`config.mk`:
```
export PLATFORM = sky130hd
export DESIGN_NAME = ex_mem_stage
export DESIGN_NICKNAME = d
export VERILOG_FILES = /design/src/rtl/ex_mem_stage.sv
export SDC_FILE = /design/constraint.sdc
export NUM_CORES = 1
export LEC_CHECK = 0
export BUFFER_PORTS_ARGS = -buffer_cell sky130_fd_sc_hd__clkbuf_2
export CORE_UTILIZATION = 49
export DETAILED_ROUTE_END_ITERATION = 7
export PLACE_DENSITY_LB_ADDON = 0.15
export SETUP_SLACK_MARGIN = 0.15
export SYNTH_ARGS = -nofsm -noshare
export SYNTH_HDL_FRONTEND = slang
export SYNTH_SLANG_ARGS = --single-unit
```
`constraint.sdc`:
```
create_clock -name clk -period 1.4 [get_ports clk]
set_input_delay 0.07 -clock clk [delete_from_list [all_inputs] [get_ports clk]]
set_output_delay 0.07 -clock clk [all_outputs]
set_load 0.02 [all_outputs]
```
`src/rtl/ex_mem_stage.sv`:
```
// EX/MEM pipeline register: 2-entry skid buffer (head + skid) with valid/ready on both sides.
// Optional EXMEM_FWD_EN adds head-entry forwarding outputs (fwd_valid/fwd_dest/fwd_data).
module ex_mem_stage #(
    parameter int unsigned DATA_W = 32,
    parameter int unsigned REG_W  = 5
) (
    input  logic              clk,
    input  logic              rst_n,
    input  logic              flush,
    input  logic              in_valid,
    output logic              in_ready,
    input  logic [DATA_W-1:0] in_result,
    input  logic              in_zero,
    input  logic [DATA_W-1:0] in_store_data,
    input  logic [REG_W-1:0]  in_dest,
    input  logic [4:0]        in_ctrl,
    output logic              out_valid,
    input  logic              out_ready,
    output logic [DATA_W-1:0] out_result,
    output logic              out_zero,
    output logic [DATA_W-1:0] out_store_data,
    output logic [REG_W-1:0]  out_dest,
    output logic [4:0]        out_ctrl,
    output logic              branch_taken
`ifdef EXMEM_FWD_EN
    ,
    output logic              fwd_valid,
    output logic [REG_W-1:0]  fwd_dest,
    output logic [DATA_W-1:0] fwd_data
`endif
);

    // Packed payload: {result, zero, store_data, dest, ctrl}
    localparam int unsigned PW = 2 * DATA_W + REG_W + 6;

    logic [PW-1:0] in_pay;
    logic [PW-1:0] head_q, skid_q;
    logic          head_valid_q, skid_valid_q;
    logic          accept, pop;

    assign in_pay   = {in_result, in_zero, in_store_data, in_dest, in_ctrl};
    assign in_ready = ~skid_valid_q;
    assign accept   = in_valid & in_ready;
    assign pop      = head_valid_q & out_ready;

    always_ff @(posedge clk or negedge rst_n) begin
        if (!rst_n) begin
            head_q       <= '0;
            skid_q       <= '0;
            head_valid_q <= 1'b0;
            skid_valid_q <= 1'b0;
        end else if (flush) begin
            // Pending accept is dropped; a same-cycle pop was already consumed downstream.
            head_valid_q <= 1'b0;
            skid_valid_q <= 1'b0;
        end else if (!head_valid_q || pop) begin
            if (skid_valid_q) begin
                head_q       <= skid_q;
                head_valid_q <= 1'b1;
                if (accept) begin
                    skid_q       <= in_pay;
                    skid_valid_q <= 1'b1;
                end else begin
                    skid_valid_q <= 1'b0;
                end
            end else if (accept) begin
                head_q       <= in_pay;
                head_valid_q <= 1'b1;
            end else begin
                head_valid_q <= 1'b0;
            end
        end else if (accept) begin
            skid_q       <= in_pay;
            skid_valid_q <= 1'b1;
        end
    end

    assign out_valid = head_valid_q;
    assign {out_result, out_zero, out_store_data, out_dest, out_ctrl} = head_q;
    assign branch_taken = head_valid_q & out_ctrl[0] & out_zero;

`ifdef EXMEM_FWD_EN
    // Loads are excluded: their data is not known until after MEM.
    assign fwd_valid = head_valid_q & out_ctrl[4] & ~out_ctrl[3] & (out_dest != '0);
    assign fwd_dest  = out_dest;
    assign fwd_data  = out_result;
`endif

endmodule

```
==> results_dict.tcl <==
set metrics [dict create \
    die_w_um 123 \
    setup_viol 151 \
    gp_congestion 0.708 \
    drtPass1Iterations 4 \
    finalNonFillerCells 869 \
    setup_tns_ps -15970 \
    numCtsBuffers 17 \
    drt_iter0_drc 200 \
    ys_seq_area_share_pct 53.4 \
    path_buf_inv 2 \
    power_density_nw_per_um2 1420 \
    reg2reg_slack_ps -150 \
    routed_via_density 5.14 \
    place_ws_ps -158 \
    dp_hpwl_um 9760 \
    outcome "finished with violations" \
    detail-route-antenna-nets 0 \
    clockBufferDepth 2 \
    worstRegToRegCells 4 \
    whs_ps -111 \
    hold_buffers 76 \
    hold_viol_final 2 \
    num-fill-cells 885 \
    holdPathStages 2 \
    combPwrFrac_pct 22.9 \
    power_mw 14.2 \
    slowest_delay_ps 540 \
    design_area_um2 10000 \
    io_buffers 157 \
    tightestPinTransition_ps 367 \
    die_h_um 123 \
    clkLatencyLatePin_ps 430 \
    maxCapViolCount 0 \
    violations "hold timing, setup timing" \
    syn2layout_area_growth_pct 40.8 \
    start_util_pct 50.7 \
    antenna_found_initial 0 \
    hold_end "out_valid" \
    hold_class "input pin to flip-flop" \
    max-slew-margin-rel_pct 75.5 \
    final_core_util_pct 71.4 \
    antenna_cells 0 \
    worstReg2RegStart "skid_valid_q" \
    grt_use_total_pct 21.5 \
    slew_viol_final 0 \
    layout-drive-gt1-share_pct 66.2 \
    fin_ws_ps -150 \
    reg2reg_to "head_q[25]" \
    p_int_mw 10.5 \
    grt_first_pass_wirelength_um 24100 \
    p_sw_mw 3.74 \
    max_freq_ghz 0.645 \
    cts_tree "built" \
    path_clk_slew_ps 60 \
    nets 756 \
    fin_crit_ps 1550 \
    worstSetupPathType "flip-flop to flip-flop" \
    finalCritPeriodShare_pct 111 \
    postSynthAreaPerCell_um2 17.3 \
    fin_skew_ps 6.77 \
    ios 158 \
    slowest_stage "dfrtp_4" \
    cp-startpoint "skid_valid_q" \
    critPathTopFamily "flip-flops" \
    p_sw_share_pct 26.4 \
    totalWireLength_um 15700 \
    place_inst 753 \
    syn-cell-area_um2 7130 \
    wl_per_cell_um 18.1 \
    placed_area_um2 8310 \
    ys_ff_latch 152 \
    ys_types 16 \
    grt_max_degree 44 \
    cp-end-kind "flip-flop" \
    p_leak_nw 4.91 \
    crit_chain "buf_12 > clkbuf_16 > mux2_4 > mux2_4" \
    htree_levels 4 \
    root_buffer "clkbuf_16" \
    core_area_um2 14000 \
    pwr-share-seq_pct 41.9 \
    crit_fanout 6 \
    holdCritStartpoint "flush" \
    die_area_um2 15000 \
    grt_pass1_vias 4623 \
    clockPowerShare_pct 35.2 \
    drc_errors 0 \
    crit_path_start_kind "flip-flop" \
    yosys_warnings 0 \
    syn_nets 492 \
    required_ps 1710 \
    cts.sinks 152 \
    num_rows 43 \
    ir_worst_vdd_mv 0.883 \
    cpMostUsedCell "mux2_4" \
    rsz0062_at_grt "yes" \
    cp.arrival_ps 1860 \
    grt.overflow.total 0 \
    syn_inst 412 \
    num_vias 4465 \
]
[cell usage in the layout (no fill, tap or decap), drive strengths merged]
cell | Yosys | layout
nor2b | 1 | 1
mux2 | 225 | 225
clkinvlp | 0 | 2
a21oi | 1 | 1
dfrtp | 152 | 152
bufinv | 0 | 5
buf | 25 | 33
nand2b | 1 | 1
dlygate4sd3 | 0 | 76
nor2 | 2 | 2
and3 | 1 | 1
nor3 | 2 | 2
nand3 | 1 | 1
clkbuf | 0 | 179
clkinv | 0 | 8
[kinds of logic after synthesis]
kind of cell | Yosys count | share of synthesized area [%]
buffers and inverters | 26 | 3.39
multiplexers | 225 | 42.3
AND/OR/NAND/NOR | 8 | 0.860
flip-flops | 152 | 53.4
AO/OA/AOI/OAI | 1 | 0.0702
[repair_timing]
action | in CTS | in global routing
setup endpoints to repair | 152 | 152
endpoints found under the hold margin | 234 | 2
gates cloned | 1 | 6
resized for setup | 11 | 26
buffers inserted | 1 | 0
[synth_stat cells]
| master | n | share of area, % |
|---|---|---|
| a21oi_1 | 1 | 0.070 |
| and3_1 | 1 | 0.088 |
| buf_2 | 7 | 0.49 |
| buf_6 | 18 | 2.8 |
| dfrtp_1 | 152 | 53 |
| inv_1 | 1 | 0.053 |
| mux2_1 | 6 | 0.95 |
| mux2_2 | 91 | 14 |
| mux2_4 | 128 | 27 |
| nand2b_1 | 1 | 0.088 |
| nand3_1 | 1 | 0.070 |
| nor2_1 | 1 | 0.053 |
| nor2_4 | 1 | 0.16 |
| nor2b_4 | 1 | 0.19 |
| nor3_1 | 1 | 0.070 |
| nor3_2 | 1 | 0.14 |
[how the worst max path moves through the flow]
stage,endpoint,cells past startpoint
2_1_floorplan,head_q[19],5
3_3_place_gp,skid_q[53],4
3_5_place_dp,skid_q[50],4
4_1_cts,head_q[7],5
5_1_grt,head_q[61],5
6_report,head_q[25],4
[power groups by stage]
stage                     clock [mW]  sequential, mW  combinational, mW
after floorplan                    0            6.35               1.55
after global placement             0            5.92               2.90
after detailed placement           0            5.97               2.98
after CTS                       5.09            5.92               3.17
after global routing            5.27            6.05               3.48
final                           5.00            5.95               3.25
[layer usage]
metal | GRT usage [%] | up-vias | part of all wire [%] | wire length, um
li1 | - | 2013 | - | -
met1 | 26.7 | 2290 | 44 | 6880
met5 | 0 | - | 0 | 0
met3 | 5.62 | 24 | 4.9 | 770
met2 | 35.2 | 138 | 49 | 7780
met4 | 9.53 | 0 | 2.0 | 314
[state kept, by name, indices dropped and copies added (netlist names)]
signal	flops
skid_valid_q	1
head_q	75
out_valid	1
skid_q	75
[cell type report]
cell class              count  area, um^2  share of cell area, %
multi-input cells         234        3160                   31.5
well taps                 180         225                   2.24
inverters                   1        8.76                 0.0873
clock buffers              18         439                   4.38
flip-flops and latches    152        3810                   38.0
repair buffers            270        2190                   21.8
clock inverters            14         204                   2.03
Power figures use the tool's default switching activity.
